<file path="config.mk">
export PLATFORM = sky130hd
export DESIGN_NAME = rtc_bus_sequencer
export DESIGN_NICKNAME = d
export VERILOG_FILES = /design/src/rtl/rtc_bus_defs_pkg.sv /design/src/rtl/rtc_bus_sequencer_rr_arbiter.sv /design/src/rtl/rtc_bus_sequencer.sv
export SDC_FILE = /design/constraint.sdc
export NUM_CORES = 1
export LEC_CHECK = 0
export ABC_AREA = 1
export CAP_MARGIN = 0
export CORE_UTILIZATION = 48
export CTS_CLUSTER_DIAMETER = 150
export DETAILED_ROUTE_END_ITERATION = 10
export PLACE_DENSITY = 0.86
export SKIP_CTS_REPAIR_TIMING = 1
export SLEW_MARGIN = 20
export SYNTH_ARGS = -nofsm -noshare
export SYNTH_HDL_FRONTEND = slang
export SYNTH_SLANG_ARGS = --single-unit
</file>
<file path="constraint.sdc">
create_clock -name clk_i -period 5.6 [get_ports clk_i]
set_input_delay 1.12 -clock clk_i [delete_from_list [all_inputs] [get_ports clk_i]]
set_output_delay 1.12 -clock clk_i [all_outputs]
set_load 0.05 [all_outputs]
</file>
<file path="src/rtl/rtc_bus_defs_pkg.sv">
// Shared definitions for the RTC parallel-bus sequencer:
// FSM state encoding, default timing, requester index names.
package rtc_bus_defs;

  typedef enum logic [2:0] {
    IDLE,
    A_SU,
    A_PW,
    A_H,
    D_SU,
    D_PW,
    D_H,
    REC
  } state_e;

  localparam int N_REQ     = 5;
  localparam int T_SU_DEF  = 2;
  localparam int T_PW_DEF  = 10;
  localparam int T_H_DEF   = 2;
  localparam int T_REC_DEF = 5;

  localparam int REQ_INI  = 0;
  localparam int REQ_READ = 1;
  localparam int REQ_PR   = 2;
  localparam int REQ_PF   = 3;
  localparam int REQ_PT   = 4;

  function automatic int tmax4(int a, int b, int c, int d);
    int m;
    m = a;
    if (b > m) m = b;
    if (c > m) m = c;
    if (d > m) m = d;
    return m;
  endfunction

endpackage

</file>
<file path="src/rtl/rtc_bus_sequencer_rr_arbiter.sv">
// Round-robin pick: first request at or after ptr_i, wrapping.
// Ports: req_i (N), ptr_i (index), gnt_o (one-hot or zero).
module rr_arbiter #(
  parameter int N  = 5,
  parameter int PW = 3
) (
  input  logic [N-1:0]  req_i,
  input  logic [PW-1:0] ptr_i,
  output logic [N-1:0]  gnt_o
);

  logic [N-1:0] hi_mask;
  logic [N-1:0] masked;
  logic [N-1:0] pick;

  // Prefer requests at or above the pointer; else wrap to all.
  // Lowest set bit isolated with x & -x.
  always_comb begin
    hi_mask = ~((N'(1) << ptr_i) - N'(1));
    masked  = req_i & hi_mask;
    pick    = (|masked) ? masked : req_i;
    gnt_o   = pick & (~pick + N'(1));
  end

endmodule

</file>
<file path="src/rtl/rtc_bus_sequencer.sv">
// Sole owner of the RTC bus: arbitrates N requesters and runs one
// address+data cycle per grant. Ports: clk_i, rst_i (sync, high),
// req/req_rd/req_addr/req_wdata in; gnt/done/rdata/busy out;
// cs_n/rd_n/wr_n/ad/bus_oe/bus_dout out, bus_din in.
module rtc_bus_sequencer
  import rtc_bus_defs::*;
#(
  parameter int N     = N_REQ,
  parameter int T_SU  = T_SU_DEF,
  parameter int T_PW  = T_PW_DEF,
  parameter int T_H   = T_H_DEF,
  parameter int T_REC = T_REC_DEF
) (
  input  logic           clk_i,
  input  logic           rst_i,
  input  logic [N-1:0]   req_i,
  input  logic [N-1:0]   req_rd_i,
  input  logic [8*N-1:0] req_addr_i,
  input  logic [8*N-1:0] req_wdata_i,
  output logic [N-1:0]   gnt_o,
  output logic [N-1:0]   done_o,
  output logic [7:0]     rdata_o,
  output logic           busy_o,
  output logic           cs_n_o,
  output logic           rd_n_o,
  output logic           wr_n_o,
  output logic           ad_o,
  output logic           bus_oe_o,
  output logic [7:0]     bus_dout_o,
  input  logic [7:0]     bus_din_i
);

  if (N < 1 || T_SU < 1 || T_PW < 1 ||
      T_H < 1 || T_REC < 1) begin : g_bad_param
    $error("rtc_bus_sequencer: zero parameter");
  end

  localparam int TMAX = tmax4(T_SU, T_PW, T_H, T_REC);
  localparam int CW   = $clog2(TMAX + 1);
  localparam int PW   = (N > 1) ? $clog2(N) : 1;

  state_e         state_q, state_d;
  logic [CW-1:0]  cnt_q, cnt_d;
  logic [PW-1:0]  ptr_q, ptr_d;
  logic           rd_q, rd_d;
  logic [7:0]     addr_q, addr_d;
  logic [7:0]     wdata_q, wdata_d;
  logic [N-1:0]   gnt_q, gnt_d;
  logic [N-1:0]   done_q, done_d;
  logic [7:0]     rdata_q, rdata_d;
  logic           busy_q, busy_d;
  logic           cs_n_q, cs_n_d;
  logic           rd_n_q, rd_n_d;
  logic           wr_n_q, wr_n_d;
  logic           ad_q, ad_d;
  logic           oe_q, oe_d;
  logic [7:0]     dout_q, dout_d;

  logic [N-1:0]   win;
  logic [PW-1:0]  win_idx;
  logic           win_rd;
  logic [7:0]     win_addr;
  logic [7:0]     win_wdata;
  logic           start;
  logic           cur_rd;
  logic [7:0]     cur_addr;
  logic [7:0]     cur_wdata;

  rr_arbiter #(
    .N  (N),
    .PW (PW)
  ) u_arb (
    .req_i (req_i),
    .ptr_i (ptr_q),
    .gnt_o (win)
  );

  always_comb begin
    win_idx   = '0;
    win_rd    = 1'b0;
    win_addr  = '0;
    win_wdata = '0;
    for (int i = 0; i < N; i++) begin
      if (win[i]) begin
        win_idx   = PW'(i);
        win_rd    = req_rd_i[i];
        win_addr  = req_addr_i[8*i +: 8];
        win_wdata = req_wdata_i[8*i +: 8];
      end
    end
  end

  assign start = (state_q == IDLE) && (|req_i);

  // Outputs are registered from the next state, so the first
  // A_SU cycle must see the winner's fields, not the latches.
  assign cur_rd    = start ? win_rd    : rd_q;
  assign cur_addr  = start ? win_addr  : addr_q;
  assign cur_wdata = start ? win_wdata : wdata_q;

  always_comb begin
    state_d = state_q;
    cnt_d   = cnt_q;
    if (state_q == IDLE) begin
      if (start) begin
        state_d = A_SU;
        cnt_d   = CW'(T_SU - 1);
      end
    end else if (cnt_q != '0) begin
      cnt_d = cnt_q - 1'b1;
    end else begin
      unique case (state_q)
        A_SU: begin state_d = A_PW; cnt_d = CW'(T_PW - 1);  end
        A_PW: begin state_d = A_H;  cnt_d = CW'(T_H - 1);   end
        A_H:  begin state_d = D_SU; cnt_d = CW'(T_SU - 1);  end
        D_SU: begin state_d = D_PW; cnt_d = CW'(T_PW - 1);  end
        D_PW: begin state_d = D_H;  cnt_d = CW'(T_H - 1);   end
        D_H:  begin state_d = REC;  cnt_d = CW'(T_REC - 1); end
        default: begin state_d = IDLE; cnt_d = '0; end
      endcase
    end

    ptr_d   = ptr_q;
    rd_d    = cur_rd;
    addr_d  = cur_addr;
    wdata_d = cur_wdata;
    if (start) begin
      ptr_d = (win_idx == PW'(N - 1)) ? '0 : win_idx + 1'b1;
    end

    gnt_d = gnt_q;
    if (state_d == IDLE) gnt_d = '0;
    else if (start)      gnt_d = win;

    done_d = (state_d == REC && cnt_d == '0) ? gnt_q : '0;

    rdata_d = rdata_q;
    if (state_q == D_PW && cnt_q == '0 && rd_q) rdata_d = bus_din_i;

    busy_d = (state_d != IDLE);
    cs_n_d = 1'b1;
    rd_n_d = 1'b1;
    wr_n_d = 1'b1;
    ad_d   = 1'b0;
    oe_d   = 1'b0;
    dout_d = '0;
    unique case (state_d)
      A_SU, A_PW, A_H: begin
        cs_n_d = 1'b0;
        oe_d   = 1'b1;
        dout_d = cur_addr;
        wr_n_d = (state_d != A_PW);
      end
      D_SU, D_PW, D_H: begin
        cs_n_d = 1'b0;
        ad_d   = 1'b1;
        oe_d   = ~cur_rd;
        dout_d = cur_rd ? 8'h00 : cur_wdata;
        if (state_d == D_PW) begin
          rd_n_d = ~cur_rd;
          wr_n_d = cur_rd;
        end
      end
      default: ;
    endcase
  end

  always_ff @(posedge clk_i) begin
    if (rst_i) begin
      state_q <= IDLE;
      cnt_q   <= '0;
      ptr_q   <= '0;
      rd_q    <= 1'b0;
      addr_q  <= '0;
      wdata_q <= '0;
      gnt_q   <= '0;
      done_q  <= '0;
      rdata_q <= '0;
      busy_q  <= 1'b0;
      cs_n_q  <= 1'b1;
      rd_n_q  <= 1'b1;
      wr_n_q  <= 1'b1;
      ad_q    <= 1'b0;
      oe_q    <= 1'b0;
      dout_q  <= '0;
    end else begin
      state_q <= state_d;
      cnt_q   <= cnt_d;
      ptr_q   <= ptr_d;
      rd_q    <= rd_d;
      addr_q  <= addr_d;
      wdata_q <= wdata_d;
      gnt_q   <= gnt_d;
      done_q  <= done_d;
      rdata_q <= rdata_d;
      busy_q  <= busy_d;
      cs_n_q  <= cs_n_d;
      rd_n_q  <= rd_n_d;
      wr_n_q  <= wr_n_d;
      ad_q    <= ad_d;
      oe_q    <= oe_d;
      dout_q  <= dout_d;
    end
  end

  assign gnt_o      = gnt_q;
  assign done_o     = done_q;
  assign rdata_o    = rdata_q;
  assign busy_o     = busy_q;
  assign cs_n_o     = cs_n_q;
  assign rd_n_o     = rd_n_q;
  assign wr_n_o     = wr_n_q;
  assign ad_o       = ad_q;
  assign bus_oe_o   = oe_q;
  assign bus_dout_o = dout_q;

endmodule

</file>
==> results.toml, run 1 <==
[synthesis]
syn_inst = 547
seq_area_frac_synth = 0.339
yosysWarnings = 0
syn_avg_cell_area_sq_um = 6.36
syn_area_sq_um = 3480
syn_nets = 649
yosysUniqueCellTypes = 37
ys_ff_latch = 59

[worst_setup_path]
cp_common_cell = "nor2_1"
r2r_end = "bus_dout_o[2]"
r2r_setup_slack_ns = 2.76
end_kind = "register"
crit_end = "bus_dout_o[2]"
criticalPathCategory = "in2reg"
r2r-start = "ptr_q[1]"
cp_max_fo = 22
max_stage_delay_ns = 0.52
crit_path_cell_trace = "clkdlybuf4s50_1, inv_1, nor2_1, nand2_1, nand2_1, nor2_4, nand3_1, nand2_2, nand3_2, nor2_1, nor2_1, nand2_1, nand2_2, nand3_4, nor2_1, nor2_1, nor2_1"
critical_path_arrival_ns = 3.86
worstPathRequired_ns = 5.81
slowest_stage = "nand3_2"
startpoint = "req_i[0]"
start_kind = "primary input"
rr_worst_depth = 15

[layout]
register_area_sq_um = 1180
nets = 773
antennaDiodeCount = 0
synthToLayoutAreaGrowth_pct = 44.1
layout_common_cells = "nand2_1 (142), clkdlybuf4s50_1 (131), nor2_1 (99)"
layout-drive-gt1-share = 0.0976
fin_util = 0.726
multi_input_area_sq_um = 1850
fill_cells = 560
final_common_cell = "nand2_1"

[power_and_ir_drop]
p_leak_nw = 2.31
ir_drop_uv = 281
power.density_nw_per_um2 = 540

[placement]
portBuffers = 131
gp_congestion = 0.916
dp_hpwl_um = 7780

[floorplan]
core_sq_um = 6910
fp-row-count = 30
fp.dieArea_sq_um = 7600
die_h_um = 87.2
start_util = 0.504
ioPinCount = 132
die_w_um = 87.2

[timing]
worstMarginPinSlew_ns = 0.809
fmax_mhz = 274
finalSetupViolCount = 0
hold_viol = 0
period_minus_slack_ns = 3.65
holdWs_ns = 0.470
rsz0062_at_grt = "no"
period_share = 0.652
relSlewSlack = 0.460
skew_ns = 0.00536
slew_violations = 0
fin_setup_tns_ns = 0

[min_path]
hold_path_class = "reg2reg"

[clocking]
cts_made_buffers = 9
path_clk_slew_ns = 0.07
cts-htree-levels = 3
cts_buffer_depth = 2
root_buffer = "clkbuf_8"
clock_latency_ns = 0.33
cts_tree = "done"
cts_sinks = 59

[route]
vias = 3802
first_pass_iters = 4
postRouteAntennaNets = 0
drt-total-wl_um = 10300
viasPerCell = 4.92
drc = 0
first_iter_violations = 212
wl_per_cell_um = 13.3

[grt]
grt_pass1_wl_um = 16700
grt_pass1_vias = 3695
grt.overflow.total = 0
grt_max_degree = 41
antenna_found_initial = 0
grt.total_usage = 0.283

[job]
cap_violations = 0

[status]
status = "finished clean"
-- worst min path at each step --
stage / to / startpoint / cells after the start
after floorplan: ptr_q[0] / ptr_q[0] / 2
after global placement: done_o[0] / gnt_o[0] / 2
after detailed placement: done_o[3] / gnt_o[3] / 2
after CTS: done_o[3] / gnt_o[3] / 2
after global routing: done_o[2] / gnt_o[2] / 2
final: done_o[1] / gnt_o[1] / 2
-- registers in the layout, summed over array words and instances, names as in the netlist --
name	cells
state_q	3
busy_o	1
bus_dout_o	8
rdata_o	8
bus_oe_o	1
gnt_o	5
cs_n_o	1
rd_n_o	1
done_o	5
ad_o	1
rd_q	1
wr_n_o	1
wdata_q	8
ptr_q	3
addr_q	8
cnt_q	4
-- per-stage QoR --
step	instance area (sq um)	total power [mW]	instances	setup slack [ns]
after global placement	4770	2.19	756	1.73
after detailed placement	4770	2.23	756	1.65
after CTS	5020	2.72	772	1.97
after floorplan	3480	1.87	547	2.77
after global routing	5020	2.94	772	1.69
final	5020	2.71	772	1.95
-- area by class of cell --
class	count	share of cell area
clock inverters	5	0.0200
repair buffers	133	0.264
inverters	80	0.0599
clock buffers	11	0.0282
well taps	96	0.0239
flip-flops and latches	59	0.235
multi-input cells	388	0.368
-- report_power, final --
part	total, mW	switching (mW)	leakage (nW)	internal, mW
logic	1.63	1.10	1.71	0.526
clock network	0.469	0.163	0.123	0.306
registers	0.614	0.0633	0.483	0.551
total	2.71	1.33	2.31	1.38
-- worst max-delay path: cells and delay by family --
family,cells,cell delay [ns]
buf+inv,2,0.53
simple gates,15,2.21
-- routing by layer --
metal | share of wire | global-route usage
met3 | 0.090 | 0.0882
met2 | 0.48 | 0.503
met1 | 0.41 | 0.313
met4 | 0.027 | 0.116
met5 | 0 | 0
-- cells by family after synthesis --
group	Yosys count	synth area share
DFF	59	0.339
xor gates and xnor gates	1	0.00252
and+or+nand+nor	329	0.434
buffers and inverters	100	0.130
AOI/OAI and AO/OA	56	0.0870
adders and majority gates	2	0.00719
-- cells in the mapped netlist (all sizes together) --
| cell | count | area share |
|---|---|---|
| xor2 | 1 | 0.0025 |
| a21oi | 27 | 0.040 |
| a32oi | 1 | 0.0025 |
| nor3 | 1 | 0.0014 |
| a211oi | 1 | 0.0022 |
| ha | 2 | 0.0072 |
| o21ai | 23 | 0.034 |
| nand2 | 151 | 0.17 |
| clkbuf | 5 | 0.0054 |
| dfxtp | 59 | 0.34 |
| nor4 | 1 | 0.0036 |
| inv | 79 | 0.085 |
| a31oi | 2 | 0.0036 |
| nor2 | 113 | 0.14 |
| or2 | 7 | 0.013 |
| o221ai | 1 | 0.0025 |
| nand3 | 52 | 0.094 |
| clkinv | 1 | 0.0011 |
| buf | 15 | 0.038 |
| nand4 | 4 | 0.0072 |
| o31ai | 1 | 0.0022 |
Power figures use the tool's default switching activity.
==> run 2, diff against run 1 <==
CORE_UTILIZATION = 45   (was 48)
PLACE_DENSITY = 0.82   (was 0.86)
clock period = 3.4 ns   (was 5.6 ns; I/O delays follow)
==> run 2 against run 1 <==
Effect of this change:
- clock skew increased by 0.0028 ns
- clock power grew 35%
- core utilization down 4.7 points
- final cell count rose by 0.78%
- setup slack worse by 1.4 ns
- clock-buffer cell count up 2
- power grew 61%
- combinational power up 66%
- critical path depth decreased by 1
- sequential share of layout area rose by 0.065 points
- non-clock buffer count is 4 higher
- sequential cell count stayed put
==> results.toml, run 2 (synthesized netlist as in run 1, its figures left out) <==
[worst_setup_path]
r2r_end = "wr_n_o"
end_kind = "register"
worstPathRequired_ns = 3.61
r2r_setup_slack_ns = 0.86
start_kind = "primary input"
critical_path_arrival_ns = 3.07
slowest_stage = "clkdlybuf4s50_1"
cp_max_fo = 18
cp_num_buf_inv = 3
crit_path_cell_trace = "clkdlybuf4s50_1, nand2_2, nand2_2, nor2_4, nand3_1, nand2_2, buf_4, inv_2, nand2_1, nand2_1, nor2_1, nand2_1, a21oi_1, nand2_1, o31ai_1, nand2_1"
criticalPathCategory = "in2reg"
max_stage_delay_ns = 0.49
cp_common_cell = "nand2_1"
critPathTopFamily = "simple AND/OR/NAND/NOR gates"
r2r-start = "ptr_q[1]"
rr_worst_depth = 16

[layout]
layout-drive-gt1-share = 0.100
synthToLayoutAreaGrowth_pct = 43.7
fill_cells = 651
antennaDiodeCount = 0
final_common_cell = "nand2_1"
layout_common_cells = "nand2_1 (142), clkdlybuf4s50_1 (131), nor2_1 (99)"
nets = 777
fin_util = 0.679

[timing]
fmax_mhz = 350
period_minus_slack_ns = 2.86
skew_ns = 0.00816
period_share = 0.841
finalSetupViolCount = 0
rsz0062_at_grt = "no"
slew_violations = 0
worstMarginPinSlew_ns = 0.769
hold_viol = 0
fin_setup_tns_ns = 0
relSlewSlack = 0.487

[clocking]
cts_made_buffers = 9
clock_latency_ns = 0.34
root_buffer = "clkbuf_8"
path_clk_slew_ns = 0.07
cts_buffer_depth = 2
cts_sinks = 59
cts_tree = "done"
cts-htree-levels = 3

[floorplan]
ioPinCount = 132
start_util = 0.472
core_sq_um = 7370
fp-row-count = 31
die_w_um = 90.0
fp.dieArea_sq_um = 8090
die_h_um = 90.0

[min_path]
hp-start = "gnt_o[4]"
worst_hold_path.endpoint = "done_o[4]"
whs_path_depth = 2
hold_path_class = "reg2reg"

[route]
wl_per_cell_um = 13.1
vias = 3839
postRouteAntennaNets = 0
drc = 0
first_iter_violations = 188
first_pass_iters = 5
viasPerCell = 4.93
drt-total-wl_um = 10200

[power_and_ir_drop]
power.density_nw_per_um2 = 871
p_leak_nw = 2.31
ir_drop_uv = 655

[placement]
dp_hpwl_um = 7680
gp_congestion = 0.891
portBuffers = 131

[job]
cap_violations = 0

[grt]
antenna_found_initial = 0
grt.total_usage = 0.259
grt_max_degree = 36
grt_pass1_vias = 3758
grt.overflow.total = 0
grt_pass1_wl_um = 16900

[status]
status = "finished clean"
run 2: how the worst max path moves through the flow:
stage | start | to | cells after the start
after floorplan | req_i[0] | ptr_q[2] | 17
after global placement | req_i[0] | wr_n_o | 18
after detailed placement | req_i[1] | wr_n_o | 16
after CTS | req_i[1] | wr_n_o | 16
after global routing | req_i[0] | wr_n_o | 18
final | req_i[1] | wr_n_o | 16
run 2: area by class of cell:
class	instances	area [sq um]	share of cell area
Tap cell	99	124	0.0248
Clock inverter	2	35.0	0.00700
Sequential cell	59	1180	0.236
Timing Repair Buffer	137	1360	0.271
Inverter	80	300	0.0600
Multi-Input combinational cell	388	1850	0.369
Clock buffer	13	159	0.0318
run 2: routing by layer:
metal / part of all wire / track usage / vias up
met1: 0.41 / 0.298 / 1723
li1: - / - / 1944
met4: 0.013 / 0.0820 / 0
met5: 0 / 0 / -
met2: 0.49 / 0.468 / 160
met3: 0.084 / 0.0660 / 12
run 2: power breakdown:
part	internal (mW)	switching, mW
logic	0.909	1.80
clock network	0.374	0.258
registers	0.908	0.106
total	2.19	2.17
run 2: worst register-to-register path: stages (launching register included):
cell	delay [ns]
dfxtp_1	0.45
nor2_1	0.11
nand2_2	0.11
nand2_2	0.08
nor2_4	0.14
nand3_1	0.10
nand2_2	0.16
buf_4	0.25
inv_2	0.19
nand2_1	0.10
nand2_1	0.05
nor2_1	0.10
nand2_1	0.09
a21oi_1	0.22
nand2_1	0.09
o31ai_1	0.09
nand2_1	0.08
run 2: per-stage QoR:
stage          worst slack (ns)  hold WS (ns)  instances  power (mW)  instance area (sq um)
3_5_place_dp              0.211         0.447        763        3.72                   4810
5_1_grt                   0.309         0.471        778        4.72                   5000
2_1_floorplan              1.01         0.493        547        3.09                   3480
4_1_cts                   0.550         0.461        778        4.36                   5000
6_report                  0.541         0.460        778        4.36                   5000
3_3_place_gp              0.294         0.440        763        3.64                   4810
==> run 3, diff against run 2 <==
clock period = 2.8 ns   (was 3.4 ns; I/O delays follow)
==> run 3 against run 2 <==
Effect of this change:
- design area rose by 2.1%
- non-clock buffer count is 15 higher
- hold slack lost 0.018 ns
- clock power is 3.8% higher
- register-to-register slack got worse by 0.29 ns
- global-route usage is essentially flat
- critical endpoint is now bus_dout_o[4]
- highest routed layer unchanged
==> results.toml, run 3 (synthesized netlist as in run 1, its figures left out) <==
[layout]
layout-drive-gt1-share = 0.121
fin_util = 0.693
register_area_sq_um = 1180
nets = 792
fill_cells = 645
fin_area_sq_um = 5110
synthToLayoutAreaGrowth_pct = 46.7
layout_common_cells = "nand2_1 (142), clkdlybuf4s50_1 (131), nor2_1 (99)"
multi_input_area_sq_um = 1850
final_common_cell = "nand2_1"
final_cells = 794
antennaDiodeCount = 0

[floorplan]
die_h_um = 90.0
fp-row-count = 31
fp.dieArea_sq_um = 8090
ioPinCount = 132
core_sq_um = 7370
start_util = 0.472
die_w_um = 90.0

[power_and_ir_drop]
ir_drop_uv = 638
p_leak_nw = 2.37
power.density_nw_per_um2 = 1060

[clocking]
path_clk_slew_ns = 0.07
cts_buffer_depth = 2
clock_latency_ns = 0.34
cts-htree-levels = 3
cts_sinks = 59
root_buffer = "clkbuf_8"
cts_tree = "done"
cts_made_buffers = 9

[worst_setup_path]
worstPathRequired_ns = 3.07
rr_worst_depth = 12
criticalPathCategory = "in2reg"
start_kind = "primary input"
r2r_setup_slack_ns = 0.57
r2r-start = "ptr_q[2]"
r2r_end = "bus_dout_o[4]"
end_kind = "register"
cp_max_fo = 18
critical_path_arrival_ns = 2.72

[placement]
dp_hpwl_um = 7730
dpl.cell_count = 778
portBuffers = 131
place_area_sq_um = 4950
gp_congestion = 0.907

[timing]
fin_setup_tns_ns = 0
worstMarginPinSlew_ns = 0.608
holdWs_ns = 0.442
fmax_mhz = 410
period_minus_slack_ns = 2.44
slew_violations = 0
finalSetupViolCount = 0
relSlewSlack = 0.591
skew_ns = 0.00701
period_share = 0.872
rsz0062_at_grt = "no"
hold_viol = 0

[grt]
grt_pass1_vias = 3747
grt_pass1_wl_um = 17100
use_met1 = 0.301
grt.busiest_layer = "met2"
grt.overflow.total = 0
grtUsageMet2 = 0.457
grt_max_degree = 31
use_met3 = 0.0812
grt.total_usage = 0.259
antenna_found_initial = 0

[route]
viasPerCell = 4.83
first_pass_iters = 6
postRouteAntennaNets = 0
first_iter_violations = 142
vias = 3837
wl_per_cell_um = 12.9
drt-total-wl_um = 10200
drc = 0

[min_path]
worst_hold_path.endpoint = "done_o[1]"
whs_path_depth = 2
hold_path_class = "reg2reg"
hp-start = "gnt_o[1]"

[status]
status = "finished clean"

[job]
cap_violations = 0
-- run 3: changes by cell type in the layout (fill, tap and decap cells not counted) --
cell and change:
buf_4 +13, buf_12 +2, clkbuf_8 -2, clkinv_2 +2
clkinvlp_4 +2, bufinv_16 -1
-- run 3: worst max path at each step --
stage / start / to / slack [ns] / cells past startpoint
6_report: req_i[1] / bus_dout_o[4] / 0.36 / 14
3_3_place_gp: req_i[1] / bus_dout_o[2] / 0.09 / 15
4_1_cts: req_i[1] / bus_dout_o[4] / 0.38 / 14
2_1_floorplan: req_i[0] / ptr_q[2] / 0.53 / 17
3_5_place_dp: req_i[0] / ptr_q[2] / 0.04 / 15
5_1_grt: req_i[0] / bus_dout_o[0] / 0.17 / 18
-- run 3: report_power, final --
part,leakage (nW),total [mW],switching (mW),internal [mW]
Combinational,1.81,3.54,2.25,1.29
Clock,0.0791,0.655,0.339,0.316
Sequential,0.483,1.23,0.127,1.10
-- run 3: area by class of cell --
type,instances,area share
Clock buffer,11,0.0257
Clock inverter,5,0.00588
Multi-Input combinational cell,388,0.362
Timing Repair Buffer,152,0.293
Sequential cell,59,0.231
Inverter,80,0.0588
Tap cell,99,0.0243
-- run 3: routing by layer --
metal | wire [um] | part of all wire
met5 | 0 | 0
met4 | 180 | 0.018
met3 | 818 | 0.080
met2 | 4900 | 0.48
met1 | 4340 | 0.42
-- run 3: worst max-delay path, cell delays in order --
cell and delay, ns:
clkdlybuf4s50_1 0.50, nand2_2 0.13, nand2_2 0.07, nor2_4 0.15
nand3_1 0.10, nand2_2 0.18, inv_2 0.17, nand2_1 0.10
nand2_1 0.05, nor2_1 0.09, nand2_1 0.09, a21oi_1 0.23
nand3_1 0.15, a21oi_2 0.13
-- run 3: metrics by stage --
stage               total power [mW]  setup WS [ns]
floorplan                       3.75          0.529
global placement                4.68         0.0888
detailed placement              4.74         0.0418
CTS                             5.43          0.377
global route                    5.89          0.167
finish                          5.43          0.359
